**config.mk**
```make
export PLATFORM = sky130hd
export DESIGN_NAME = seg7_bcd_decoder
export DESIGN_NICKNAME = d
export VERILOG_FILES = /design/src/rtl/seg7_bcd_decoder.sv
export SDC_FILE = /design/constraint.sdc
export NUM_CORES = 1
export LEC_CHECK = 0
export BUFFER_PORTS_ARGS = -buffer_cell sky130_fd_sc_hd__buf_2
export CORE_MARGIN = 1.5
export CORE_UTILIZATION = 30
export DETAILED_ROUTE_END_ITERATION = 16
export MAX_ROUTING_LAYER = met4
export SYNTH_ARGS = -nofsm -noshare
export SYNTH_HDL_FRONTEND = slang
export SYNTH_SLANG_ARGS = --single-unit
```
**constraint.sdc**
```tcl
create_clock -name clk -period 3.25 [get_ports clk]
set_input_delay 0 -clock clk [delete_from_list [all_inputs] [get_ports clk]]
set_output_delay 0 -clock clk [all_outputs]
set_load 0.02 [all_outputs]
```
**src/rtl/seg7_bcd_decoder.sv**
```systemverilog
// rtl/seg7_bcd_decoder.sv - seven-segment bus to BCD decoder with stability filter and valid/ready output
// Optional feature macro: SEG7_DEC_DROP_ERR_EN (bus values holding an invalid digit are dropped, err_out tied 0)
module seg7_bcd_decoder #(
    parameter int NUM_DISP      = 1,
    parameter int STABLE_CYCLES = 4
) (
    input  logic                  clk,
    input  logic                  rst_n,
    input  logic [NUM_DISP*7-1:0] seg_in,
    output logic [NUM_DISP*4-1:0] bcd_out,
    output logic [NUM_DISP-1:0]   dash_out,
    output logic [NUM_DISP-1:0]   err_out,
    output logic                  out_valid,
    input  logic                  out_ready,
    output logic                  overrun
);
    localparam logic [6:0]            DASH     = 7'b1111110;
    localparam logic [7:0]            STABLE   = 8'(STABLE_CYCLES);
    localparam logic [NUM_DISP*7-1:0] BUS_DASH = {NUM_DISP{DASH}};

    typedef enum logic {IDLE, PEND} state_t;
    state_t state, state_nxt;

    logic [NUM_DISP*7-1:0] samp_q;
    logic [NUM_DISP*7-1:0] last_acc;
    logic [7:0]            cnt;
    logic [7:0]            cnt_nxt;
    logic                  changed;
    logic                  hit_q;
    logic                  qual;
    logic                  capture;
    logic [NUM_DISP*4-1:0] dec_bcd;
    logic [NUM_DISP-1:0]   dec_dash;
    logic [NUM_DISP-1:0]   dec_err;

    // Returns {err, dash, bcd} for one active-low a..g pattern.
    function automatic logic [5:0] decode_digit(input logic [6:0] pat);
        case (pat)
            7'b0000001: return {2'b00, 4'd0};
            7'b1001111: return {2'b00, 4'd1};
            7'b0010010: return {2'b00, 4'd2};
            7'b0000110: return {2'b00, 4'd3};
            7'b1001100: return {2'b00, 4'd4};
            7'b0100100: return {2'b00, 4'd5};
            7'b0100000: return {2'b00, 4'd6};
            7'b0001111: return {2'b00, 4'd7};
            7'b0000000: return {2'b00, 4'd8};
            7'b0000100: return {2'b00, 4'd9};
            DASH:       return {2'b01, 4'hF};
            default:    return {2'b10, 4'hE};
        endcase
    endfunction

    // Decode every digit of the sampled bus.
    always_comb begin
        dec_bcd  = '0;
        dec_dash = '0;
        dec_err  = '0;
        for (int i = 0; i < NUM_DISP; i++) begin
            {dec_err[i], dec_dash[i], dec_bcd[4*i +: 4]} = decode_digit(samp_q[7*i +: 7]);
        end
    end

    assign changed = (seg_in != samp_q);

    // Run-length counter of identical samples, saturating at the stability threshold.
    always_comb begin
        if (changed) begin
            cnt_nxt = 8'd1;
        end else if (cnt != STABLE) begin
            cnt_nxt = cnt + 8'd1;
        end else begin
            cnt_nxt = cnt;
        end
    end

    // Sample register, counter, and a flag marking the first cycle the counter sits at threshold.
    always_ff @(posedge clk or negedge rst_n) begin
        if (!rst_n) begin
            samp_q <= BUS_DASH;
            cnt    <= STABLE;
            hit_q  <= 1'b0;
        end else begin
            samp_q <= seg_in;
            cnt    <= cnt_nxt;
            hit_q  <= (cnt_nxt == STABLE) && ((cnt != STABLE) || changed);
        end
    end

`ifdef SEG7_DEC_DROP_ERR_EN
    assign qual = (cnt == STABLE) && (samp_q != last_acc) && !(|dec_err);
`else
    assign qual = (cnt == STABLE) && (samp_q != last_acc);
`endif
    assign capture = qual && ((state == IDLE) || out_ready);

    // FSM state register.
    always_ff @(posedge clk or negedge rst_n) begin
        if (!rst_n) begin
            state <= IDLE;
        end else begin
            state <= state_nxt;
        end
    end

    // FSM next state: a capture always leaves a value pending; a handshake without capture empties it.
    always_comb begin
        state_nxt = state;
        case (state)
            IDLE: if (capture) state_nxt = PEND;
            PEND: if (!capture && out_ready) state_nxt = IDLE;
            default: state_nxt = IDLE;
        endcase
    end

    // FSM outputs.
    always_comb begin
        out_valid = (state == PEND);
    end

    // Output data, last accepted bus value and the overrun pulse.
    always_ff @(posedge clk or negedge rst_n) begin
        if (!rst_n) begin
            bcd_out  <= {NUM_DISP{4'hF}};
            dash_out <= '1;
            last_acc <= BUS_DASH;
            overrun  <= 1'b0;
        end else begin
            overrun <= (state == PEND) && !out_ready && qual && hit_q;
            if (capture) begin
                bcd_out  <= dec_bcd;
                dash_out <= dec_dash;
                last_acc <= samp_q;
            end
        end
    end

`ifdef SEG7_DEC_DROP_ERR_EN
    assign err_out = '0;
`else
    logic [NUM_DISP-1:0] err_q;

    // Per-digit error flags travel with the captured data.
    always_ff @(posedge clk or negedge rst_n) begin
        if (!rst_n) begin
            err_q <= '0;
        end else if (capture) begin
            err_q <= dec_err;
        end
    end

    assign err_out = err_q;
`endif

endmodule

```
# After elaboration in Yosys (flattened, before gate mapping)
# Cells that the tools add are included.
# totals
output_inout_bits,8
elab_cells,44
reg_bits,31
inputBits,10
# classes
eq_ne,15
n_mux,6
reduce_logical,12
add_sub_neg,1
bitwise_logic,1
# op_table
cell,n
case mux 6 bit (11 select lines),1
equality test 7 bit (second input constant),3
equality test 8 x 3 -> 1 bit (second input constant),2
2-to-1 mux 8 bit,2
equality test 7 x 3 -> 1 bit (second input constant),2
equality test 7 x 6 -> 1 bit (second input constant),2
inequality test 7 bit,2
adder 8 x 1 -> 8 bit (second input constant),1
inequality test 8 x 3 -> 1 bit (second input constant),1
equality test 7 x 1 -> 1 bit (second input constant),1
equality test 7 x 4 -> 1 bit (second input constant),1
equality test 7 x 5 -> 1 bit (second input constant),1
logical AND 1 bit,7
zero test 7 bit,1
zero test 1 bit,2
logical OR 1 bit,2
2-to-1 mux 1 bit,2
case mux 1 bit (2 select lines),1
inverter 1 bit,1

# Depth between registers and ports, before layout
# depth
word_depth,7
mapped_depth,10
depth_no_buf,7

# Worst setup path after synthesis
# OpenSTA, ideal clock, no wires.
# synth_timing
kind,register -> register
start,register cnt[0]
end,register last_acc[0]
setup_slack_ps,1361
required_ps,3125
arrival_ps,1764
n_path_buf,3
period_less_slack_ps,1889
setup_time_ps,125
path_stages_with_launch,10
path_cell_list,dfrtp_1 > clkbuf_1 > inv_1 > ha_1 > and4bb_1 > nand3_2 > o21ba_1 > buf_6 > buf_12 > mux2_4
# synth_between
elab_chain_cells,3
# synth_lines
item,line,rtl
from (decl),26,logic [7:0] cnt;
from (signal assigned),85,cnt <= cnt_nxt;
equality test 8 x 3 -> 1 bit,93,assign qual = (cnt == STABLE) && (samp_q != last_acc);
logical AND 1 bit,93,
logical AND 1 bit,95,assign capture = qual && ((state == IDLE) || out_ready);
to (signal assigned),133,last_acc <= samp_q;
to (decl),25,logic [NUM_DISP*7-1:0] last_acc;
# No other way between the ends.
# A chain may end at the register's enable or synchronous reset.

# Final worst setup path
# layout_timing
start,register cnt[0]
end,register last_acc[4]
# The elaborated chain is that of the path after synthesis.

==> impl_metrics.ini <==
[timing]
rsz0062_at_grt = no
finalSetupViolCount = 0
worst_pin_slew_ns = 0.6890
max_freq_mhz = 464.3
finClkSkew_ns = 0.008387
max_slew_margin_pct = 54.07
tns_ns = 0
holdWs_ns = 0.3016
slew_violations = 0
post-route-worst-setup-slack_ns = 1.096
fin_crit_sh_pct = 66.27
hold_violations = 0
period_minus_slack_ns = 2.154

[clocking]
ctsRootBufferMaster = clkbuf_8
numCtsBuffers = 5
clock_latency_ns = 0.28
h-tree-depth = 2
cts_buffer_depth = 2
cts_tree = done
cts.repair.resized = 0
clock_sink_count = 31
clk_pin_slew_ns = 0.07

[route]
dr.pass1.iters = 4
vias = 1140
drt_wl_total_um = 3024
initialDrtViolationCount = 29
drc_errors = 0
antenna_left = 0
avgRoutedWirePerCell_um = 12.05
via_per_inst = 4.542

[worst_setup_path]
crit_type = flip-flop to flip-flop
critPathLaunchType = flip-flop
crit_family = compound AO/OA/AOI/OAI gates
r2r-start = cnt[0]$_DFF_PN0_
reg2reg_to = last_acc[4]$_DFFE_PN1P_
worst-path-buf-inv = 1
cp_num_cells = 6
worstPathArrival_ns = 2.35
r2r_setup_slack_ns = 1.10
startpoint = cnt[0]$_DFF_PN0_
endpoint_kind = flip-flop
rr_worst_depth = 6
cp_data_required_time_ns = 3.45
cp_max_fo = 15
critical_path.cell_chain = inv_1, ha_1, and4bb_1, nand3_2, o21ba_1, mux2_2
cpMaxStageDelayCell = o21ba_1
cp_slowest_stage_delay_ns = 0.65
cp-endpoint = last_acc[4]$_DFFE_PN1P_

[synth]
synth_fp_nets = 167
yosysTopAreaCell = dfstp_2
syn-mean-instance-area_um2 = 11.01
synth_enable_flop_cells = 0
async_flop_share_pct = 100.0
yosysWarnings = 0
netlist_area_um2 = 1707
yosys_most_used_dff = dfstp_2
synthTopCellsByCount = dfstp_2 (18), xnor2_1 (15), nor2_1 (14), dfrtp_1 (13), nand2_1 (10)
synth.most_common_cell = dfstp_2
seq_area_frac_synth_pct = 46.77
ys_types = 43
ys_top_cells_by_area = dfstp_2 (28%), dfrtp_1 (19%), xnor2_1 (7.7%)
synth_top_area_share_pct = 27.71
netlist_instances = 155
ys_ff_latch = 31

[cells_and_area]
diodes = 0
finish.instance_area_um2 = 1969
drive_above_1_share_pct = 32.40
layout.cells.non_filler = 251
multi_input_comb_area_um2 = 795.8
seqCellArea_um2 = 798.3
nNetsFinal = 190
n_fill_cell = 542
area_growth_pct = 15.40

[pwr]
p_int_mw = 0.5916
switching_share_pct = 23.02
p_per_area_nw_per_um2 = 390.2
clockPowerShare_pct = 40.0
peakVddDrop_uv = 156.0
p_leak_nw = 0.7861
power_frac_seq_pct = 53.3
comb_power_share_pct = 6.8
net-switching-power_mw = 0.1769

[global_routing]
grt_pass1_wl_um = 5430
grt_overflow = 0
grt_max_degree = 32
antenna_found_initial = 0
grt_pass1_vias = 1222
grt_util_all_layers_pct = 11.49

[floorplan]
start_util_pct = 30.99
rows = 27
num_io_pins = 18
die_h_um = 78.43
fp.coreArea_um2 = 5507
dieArea_um2 = 6150
die_w_um = 78.43

[placed_design]
dpl_worst_slack_ns = 1.095
hpwlAfterDp_um = 2129
port_buffers = 17
gp_congestion = 0.7938
place_area_um2 = 1788
dp.cells = 234

[run_status]
outcome = finished, final reports clean

[flow_run]
drv_cap = 0

[min_path]
hp-class = primary input to asynchronous set/reset pin
## cells in the final DEF, fill, tap and decap left out, drive strengths merged, types with 2 or more instances in the layout
| cell | instances |
|---|---|
| a21oi | 6 |
| a31oi | 3 |
| and2 | 2 |
| and4b | 3 |
| buf | 17 |
| clkbuf | 7 |
| dfrtp | 13 |
| dfstp | 18 |
| dlygate4sd3 | 9 |
| ha | 2 |
| inv | 5 |
| mux2 | 9 |
| nand2 | 11 |
| nand3 | 9 |
| nand4 | 3 |
| nor2 | 14 |
| nor3 | 3 |
| nor4 | 3 |
| o21ai | 4 |
| xnor2 | 15 |
| xor2 | 8 |
## through the flow
| stage | utilization [%] | power (mW) |
|---|---|---|
| 2_1_floorplan | - | 0.4445 |
| 3_3_place_gp | 32.47 | 0.4599 |
| 3_5_place_dp | 32.47 | 0.4603 |
| 4_1_cts | 35.76 | 0.7845 |
| 5_1_grt | 35.76 | 0.8123 |
| 6_report | 35.76 | 0.7685 |
## metal layers
| layer | up-vias | global-route usage, % | part of all wire [%] | wire length [um] |
|---|---|---|---|---|
| li1 | 577 | - | - | - |
| met1 | 545 | 13.17 | 47 | 1434 |
| met2 | 13 | 18.96 | 48 | 1464 |
| met3 | 5 | 3.140 | 3.0 | 91 |
| met4 | 0 | 4.821 | 1.1 | 32 |
| met5 | - | - | 0 | 0 |
## worst register-to-register path, cell delays in order, from the launching register on
cell and delay, ns:
dfrtp_1 0.47, inv_1 0.09, ha_1 0.14, and4bb_1 0.23, nand3_2 0.09, o21ba_1 0.65, mux2_2 0.40
## state kept, by name, summed over array words and instances, names as in the netlist
name and flops:
cnt 8, last_acc 7, samp_q 7, bcd_out 4, dash_out 1, err_out 1, hit_q 1, out_valid 1
overrun 1
## layout make-up
type | instances | area share (%)
Sequential cell | 31 | 40.53
Multi-Input combinational cell | 109 | 40.41
Timing Repair Buffer | 26 | 8.895
Tap cell | 72 | 4.574
Clock buffer | 7 | 4.384
Inverter | 5 | 0.9530
Clock inverter | 1 | 0.2541
## worst min path at each step
stage | startpoint | endpoint | slack, ns | depth (start not counted)
4_1_cts | rst_n | cnt[1]$_DFF_PN0_ | 0.32 | 2
2_1_floorplan | rst_n | cnt[0]$_DFF_PN0_ | -0.30 | 0
3_5_place_dp | rst_n | samp_q[0]$_DFF_PN0_ | 0.09 | 1
5_1_grt | rst_n | cnt[1]$_DFF_PN0_ | 0.36 | 2
3_3_place_gp | rst_n | samp_q[0]$_DFF_PN0_ | 0.08 | 1
6_report | rst_n | cnt[1]$_DFF_PN0_ | 0.30 | 2
## power groups by stage
| stage | logic (mW) | registers (mW) | clock network [mW] |
|---|---|---|---|
| 2_1_floorplan | 0.0415 | 0.403 | 0 |
| 3_3_place_gp | 0.0443 | 0.416 | 0 |
| 3_5_place_dp | 0.0447 | 0.416 | 0 |
| 4_1_cts | 0.0533 | 0.409 | 0.322 |
| 5_1_grt | 0.0589 | 0.411 | 0.343 |
| 6_report | 0.0520 | 0.409 | 0.307 |
## repair_timing
action,in CTS,in global routing
setup endpoints to repair,0,0
buffers inserted,0,0
endpoints found under the hold margin,21,0
hold buffers,9,0
## cells by family (layout without fill, tap and decap cells)
logic type / count (synthesis) / in the layout / share of synthesized area, %
adder cells (fa/ha/maj): 2 / 2 / 1.466
multiplexers: 9 / 9 / 6.818
flip-flops: 31 / 31 / 46.77
AO/OA/AOI/OAI: 18 / 18 / 6.599
XOR/XNOR: 23 / 23 / 11.80
AND/OR/NAND/NOR: 57 / 57 / 19.94
buffers and inverters: 15 / 39 / 6.598
No activity file was read; power rests on OpenSTA's default activity.
